$ cat config.mk
export PLATFORM = sky130hd
export DESIGN_NAME = mdu_hilo
export DESIGN_NICKNAME = d
export VERILOG_FILES = /design/src/rtl/mdu_hilo.sv
export SDC_FILE = /design/constraint.sdc
export NUM_CORES = 2
export LEC_CHECK = 0
export CAP_MARGIN = 10
export CORE_MARGIN = 2
export CORE_UTILIZATION = 43
export DETAILED_ROUTE_END_ITERATION = 10
export PLACE_DENSITY = 0.59
export SLEW_MARGIN = 20
export SYNTH_ARGS = -nofsm -noshare
export SYNTH_HDL_FRONTEND = slang
export SYNTH_SLANG_ARGS = --single-unit
$ cat constraint.sdc
create_clock -name clk -period 9.7 [get_ports clk]
set_clock_uncertainty 0.15 [all_clocks]
set_input_delay 0.97 -clock clk [delete_from_list [all_inputs] [get_ports clk]]
set_output_delay 0.97 -clock clk [all_outputs]
set_load 0.05 [all_outputs]
$ cat src/rtl/mdu_hilo.sv
// Multi-cycle multiply/divide unit with the architectural HI/LO registers.
// Results wait in a buffer and reach HI/LO only when the owning instruction
// leaves EX. A flush therefore never alters architectural state.
module mdu_hilo #(
    parameter int MUL_CYCLES = 2,
    parameter int DIV_ITERS  = 32
) (
    input  logic        clk,
    input  logic        resetn,
    input  logic        ex_valid,
    input  logic [2:0]  ex_mdu_op,
    input  logic [31:0] ex_src_a,
    input  logic [31:0] ex_src_b,
    input  logic        ex_leave,
    input  logic        flush,
    output logic        div_mul_stall,
    output logic [31:0] hi,
    output logic [31:0] lo,
    output logic        busy
);

    typedef enum logic [1:0] {S_IDLE, S_MUL, S_DIV, S_DONE} state_t;

    localparam logic [5:0] MUL_LAST = 6'(MUL_CYCLES - 1);
    localparam logic [5:0] DIV_LAST = 6'(DIV_ITERS - 1);

    state_t state, state_nxt;
    logic [5:0] cnt_p0;
    logic       op_is_mul, op_is_div, mul_signed, div_signed, issue;

    logic [31:0] dvs_p0, quo_p0, rem_p0, src_a_p0;
    logic        q_neg_p0, r_neg_p0, dvs_zero_p0;
    logic [63:0] res_p1;

    logic signed [63:0] mul_a, mul_b, mul_full;
    logic [32:0] div_shift, div_trial;
    logic [31:0] rem_nxt, quo_nxt;

    // Two's-complement magnitude; 0x80000000 maps onto itself as an unsigned value.
    function automatic logic [31:0] magnitude(input logic [31:0] v, input logic is_signed);
        return (is_signed && v[31]) ? (~v + 32'd1) : v;
    endfunction

    // Sign fixup of the magnitude quotient/remainder, plus the divide-by-zero result.
    function automatic logic [63:0] div_fixup(input logic [31:0] quo, input logic [31:0] rem,
                                              input logic q_neg, input logic r_neg,
                                              input logic dvs_zero, input logic [31:0] src_a);
        logic [31:0] q;
        logic [31:0] r;
        q = q_neg ? (~quo + 32'd1) : quo;
        r = r_neg ? (~rem + 32'd1) : rem;
        if (dvs_zero) begin
            q = 32'hFFFF_FFFF;
            r = src_a;
        end
        return {r, q};
    endfunction

    // Issue detection, stall generation and status.
    always_comb begin
        op_is_mul     = (ex_mdu_op == 3'd1) || (ex_mdu_op == 3'd2);
        op_is_div     = (ex_mdu_op == 3'd3) || (ex_mdu_op == 3'd4);
        mul_signed    = (ex_mdu_op == 3'd1);
        div_signed    = (ex_mdu_op == 3'd3);
        issue         = resetn && (state == S_IDLE) && ex_valid && (op_is_mul || op_is_div) && !flush;
        busy          = (state == S_MUL) || (state == S_DIV);
        div_mul_stall = issue || (resetn && !flush && busy);
    end

    // Full 64-bit product from sign- or zero-extended operands, taken in the issue cycle.
    always_comb begin
        mul_a    = {{32{mul_signed & ex_src_a[31]}}, ex_src_a};
        mul_b    = {{32{mul_signed & ex_src_b[31]}}, ex_src_b};
        mul_full = mul_a * mul_b;
    end

    // One restoring-division step on the operand magnitudes.
    always_comb begin
        div_shift = {rem_p0, quo_p0[31]};
        div_trial = div_shift - {1'b0, dvs_p0};
        rem_nxt   = div_trial[32] ? div_shift[31:0] : div_trial[31:0];
        quo_nxt   = {quo_p0[30:0], ~div_trial[32]};
    end

    // Next-state logic; flush returns to IDLE from anywhere.
    always_comb begin
        state_nxt = state;
        if (flush) begin
            state_nxt = S_IDLE;
        end else begin
            case (state)
                S_IDLE: if (issue) state_nxt = op_is_div ? S_DIV : ((MUL_CYCLES == 1) ? S_DONE : S_MUL);
                S_MUL:  if (cnt_p0 == MUL_LAST) state_nxt = S_DONE;
                S_DIV:  if (cnt_p0 == DIV_LAST) state_nxt = S_DONE;
                S_DONE: if (ex_leave) state_nxt = S_IDLE;
                default: state_nxt = S_IDLE;
            endcase
        end
    end

    // State register and cycle counter (the issue cycle is multiply cycle 1).
    always_ff @(posedge clk or negedge resetn) begin
        if (!resetn) begin
            state  <= S_IDLE;
            cnt_p0 <= 6'd0;
        end else begin
            state <= state_nxt;
            if (issue)
                cnt_p0 <= op_is_mul ? 6'd1 : 6'd0;
            else if (busy)
                cnt_p0 <= cnt_p0 + 6'd1;
        end
    end

    // Operand latch at issue, divide iterations, result buffer.
    always_ff @(posedge clk or negedge resetn) begin
        if (!resetn) begin
            dvs_p0      <= '0;
            quo_p0      <= '0;
            rem_p0      <= '0;
            src_a_p0    <= '0;
            q_neg_p0    <= 1'b0;
            r_neg_p0    <= 1'b0;
            dvs_zero_p0 <= 1'b0;
            res_p1      <= '0;
        end else if (issue) begin
            dvs_p0      <= magnitude(ex_src_b, div_signed);
            quo_p0      <= magnitude(ex_src_a, div_signed);
            rem_p0      <= '0;
            src_a_p0    <= ex_src_a;
            q_neg_p0    <= div_signed & (ex_src_a[31] ^ ex_src_b[31]);
            r_neg_p0    <= div_signed & ex_src_a[31];
            dvs_zero_p0 <= (ex_src_b == 32'd0);
            res_p1      <= op_is_mul ? mul_full : 64'd0;
        end else if ((state == S_DIV) && !flush) begin
            rem_p0 <= rem_nxt;
            quo_p0 <= quo_nxt;
            if (cnt_p0 == DIV_LAST)
                res_p1 <= div_fixup(quo_nxt, rem_nxt, q_neg_p0, r_neg_p0, dvs_zero_p0, src_a_p0);
        end
    end

    // Architectural HI/LO: buffered commit on leave, or direct MTHI/MTLO.
    always_ff @(posedge clk or negedge resetn) begin
        if (!resetn) begin
            hi <= '0;
            lo <= '0;
        end else if (!flush && ex_leave) begin
            if (state == S_DONE) begin
                hi <= res_p1[63:32];
                lo <= res_p1[31:0];
            end else if ((state == S_IDLE) && ex_valid) begin
                if (ex_mdu_op == 3'd5) hi <= ex_src_a;
                if (ex_mdu_op == 3'd6) lo <= ex_src_a;
            end
        end
    end

endmodule

==> impl_metrics.csv <==
group,metric,value,unit
outcome,status,"complete, no violations",
critical_path,startpoint_type,"primary input",
final_layout,final-seq-area,6680,um^2
yosys,syn-cell-area,54700,um^2
route,drt_iter0_markers,3632,
yosys,yosys_warnings,0,
grt,grt_start_max_net_pins,86,
die,die_h,361,um
hold_path,hold_class,"in2async",
cts,cts_resized,0,
die,fp.coreArea,126000,um^2
yosys,synth_fp_nets,7799,
cts,clk_latency,0.60,ns
timing,setup_viol,0,
critical_path,crit_fanout,13,
final_layout,finalNetCount,7928,
yosys,synthArstFlopShare,1.00,
cts,path_clk_slew,0.07,ns
placed_design,port_buffers,137,
timing,min_period,9.18,ns
cts,cts_max_level,1,
route,routed_wl,181000,um
timing,finalCritPeriodShare,0.947,
route,via_per_inst,5.41,
critical_path,crit_required,10.03,ns
timing,worst_pin_slew,0.996,ns
cts,numCtsBuffers,30,
cts,cts.sinks,267,
cts,cts_setup_buffers,0,
grt,grt_pass1_wl,284000,um
timing,rsz0062_at_grt,"no",
critical_path,worstPathArrival,9.51,ns
die,fp.dieW,361,um
route,drc,0,
timing,maxSlewViolCount,0,
die,dieArea,130000,um^2
timing,setup_ws,0.517,ns
placed_design,place_worst_setup_slack,-0.00349,ns
flow_run,drv_cap,0,
yosys,synth-edff-count,0,
cts,cts_tree,"yes",
critical_path,setup.worst_path.class,"in2reg",
grt,gr-total-overflow,0,
placed_design,place.detailed.hpwl,147000,um
final_layout,drive_gt1_frac,0.0759,
route,wire_per_inst,22.2,um
yosys,synth.distinct_cells,88,
yosys,syn_inst,6346,
yosys,synth.ff_latch_count,267,
placed_design,place_area,59400,um^2
yosys,synth_top_flop_cell,"dfrtp_1",
critical_path,cp_common_cell,"fa_1",
route,postRouteAntennaNets,0,
placed_design,gp_congestion,0.947,
cts,hold_buffers,0,
critical_path,crit_slowest_cell,"fa_1",
final_layout,fill_cells,12300,
critical_path,worst-path-buf-inv,8,
critical_path,crit_family,"adder cells",
grt,grt_pass1_vias,46800,
route,vias,44100,
timing,hold_violations,0,
die,initial_utilization,0.434,
final_layout,final_cell_area,60500,um^2
die,ios,138,
cts,cts-root-buf,"clkbuf_16",
cts,clockBufferDepth,3,
die,fp-row-count,130,
timing,fmax,109,MHz
yosys,seq_area_frac_synth,0.122,
yosys,yosys-top-cells-area,"fa_1, dfrtp_1, inv_1",
timing,slew_headroom,0.331,
final_layout,multiInputGateArea,42000,um^2
yosys,yosysTopAreaCellShare,0.412,
grt,antenna_found_initial,7,
yosys,synth_top_area_cell,"fa_1",
yosys,syn_area_per_cell,8.62,um^2
critical_path,max_stage_delay,0.59,ns
final_layout,syn_to_final_growth,10.6,%
route,dr.pass1.iters,6,
timing,tns,0,ns
grt,grt_usage,0.285,
critical_path,end_kind,"flip-flop",
Yosys cell counts, drive strengths merged, types with 9 or more instances:
master  number
nor4        21
and3        33
a211oi      24
nor2b       37
inv       1215
o22ai       12
or3         20
fa        1126
o21a        13
nand3       19
nor2       239
a21oi      263
o31ai       18
o21ai      307
o211ai      16
buf         44
or2         20
o21bai      18
or4         12
a22oi       17
and2       287
nand4       17
clkbuf     351
nand2     1174
o41ai        9
nand2b      24
o31a         9
nor3        54
mux2i       30
xnor2      131
ha         255
a221oi      13
xor2        80
dfrtp      267
a31oi       22
o22a         9
a21o        57
layout by cell type (no fill, tap or decap), types with 57 or more instances in the layout:
| cell | instances |
|---|---|
| a21o_1 | 57 |
| nor2_1 | 237 |
| clkdlybuf4s50_1 | 97 |
| xnor2_1 | 131 |
| dfrtp_1 | 266 |
| xor2_1 | 80 |
| fa_1 | 1126 |
| a21oi_1 | 262 |
| nand2_1 | 1173 |
| and2_1 | 287 |
| o21ai_0 | 252 |
| ha_1 | 254 |
| buf_4 | 335 |
| inv_1 | 1214 |
area by class of cell:
class / instances / area share
Timing Repair Buffer: 492 / 0.0677
Clock inverter: 18 / 0.00341
Antenna cell: 1 / 0.0000414
Multi-Input combinational cell: 4467 / 0.695
Tap cell: 1650 / 0.0341
Sequential cell: 267 / 0.110
Clock buffer: 38 / 0.0136
Inverter: 1217 / 0.0755
flip-flops by register name, summed over array words and instances, names as in the netlist:
name and flops:
quo_p0 32, state 2, hi 32, dvs_zero_p0 1, src_a_p0 32, lo 32, r_neg_p0 1, res_p1 64
dvs_p0 32, q_neg_p0 1, cnt_p0 6, rem_p0 32
cell families after synthesis:
kind of cell    count (synthesis)  share of synthesized area
buf+inv                      1612                      0.111
compound gates                865                     0.0952
simple gates                 1977                      0.161
xor+xnor                      211                     0.0338
fa+ha+maj                    1381                      0.470
mux                            33                    0.00611
flops                         267                      0.122
layer usage:
metal / track usage / part of all wire / vias up
met3: 0.0344 / 0.068 / 286
met2: 0.471 / 0.47 / 1559
met1: 0.394 / 0.43 / 22800
met5: 0 / 0.00021 / -
li1: - / - / 19500
met4: 0.0834 / 0.037 / 6
through the flow:
step / hold WS, ns / std cells / utilization
floorplan: 0.288 / 6346 / -
global placement: 0.303 / 8093 / 0.472
detailed placement: 0.308 / 8093 / 0.472
CTS: 0.191 / 8149 / 0.480
global route: 0.208 / 8150 / 0.480
finish: 0.182 / 8150 / 0.480
path summary, 6_finish.rpt:
kind	cells past startpoint	slack (ns)	endpoint	from
hold / removal	1	0.18	hi[15]	resetn
min in group clk	2	0.32	src_a_p0[29]	src_a_p0[29]
setup reg to reg	23	2.83	res_p1[60]	quo_p0[31]
setup / recovery	31	0.52	res_p1[59]	ex_mdu_op[2]
hold reg to reg	2	0.32	src_a_p0[29]	src_a_p0[29]
max in group asynchronous	4	6.04	dvs_zero_p0	resetn
Power is left out: the tool's default activity adds up to more than one toggle a clock period on the data nets, which glitch-free logic cannot reach.
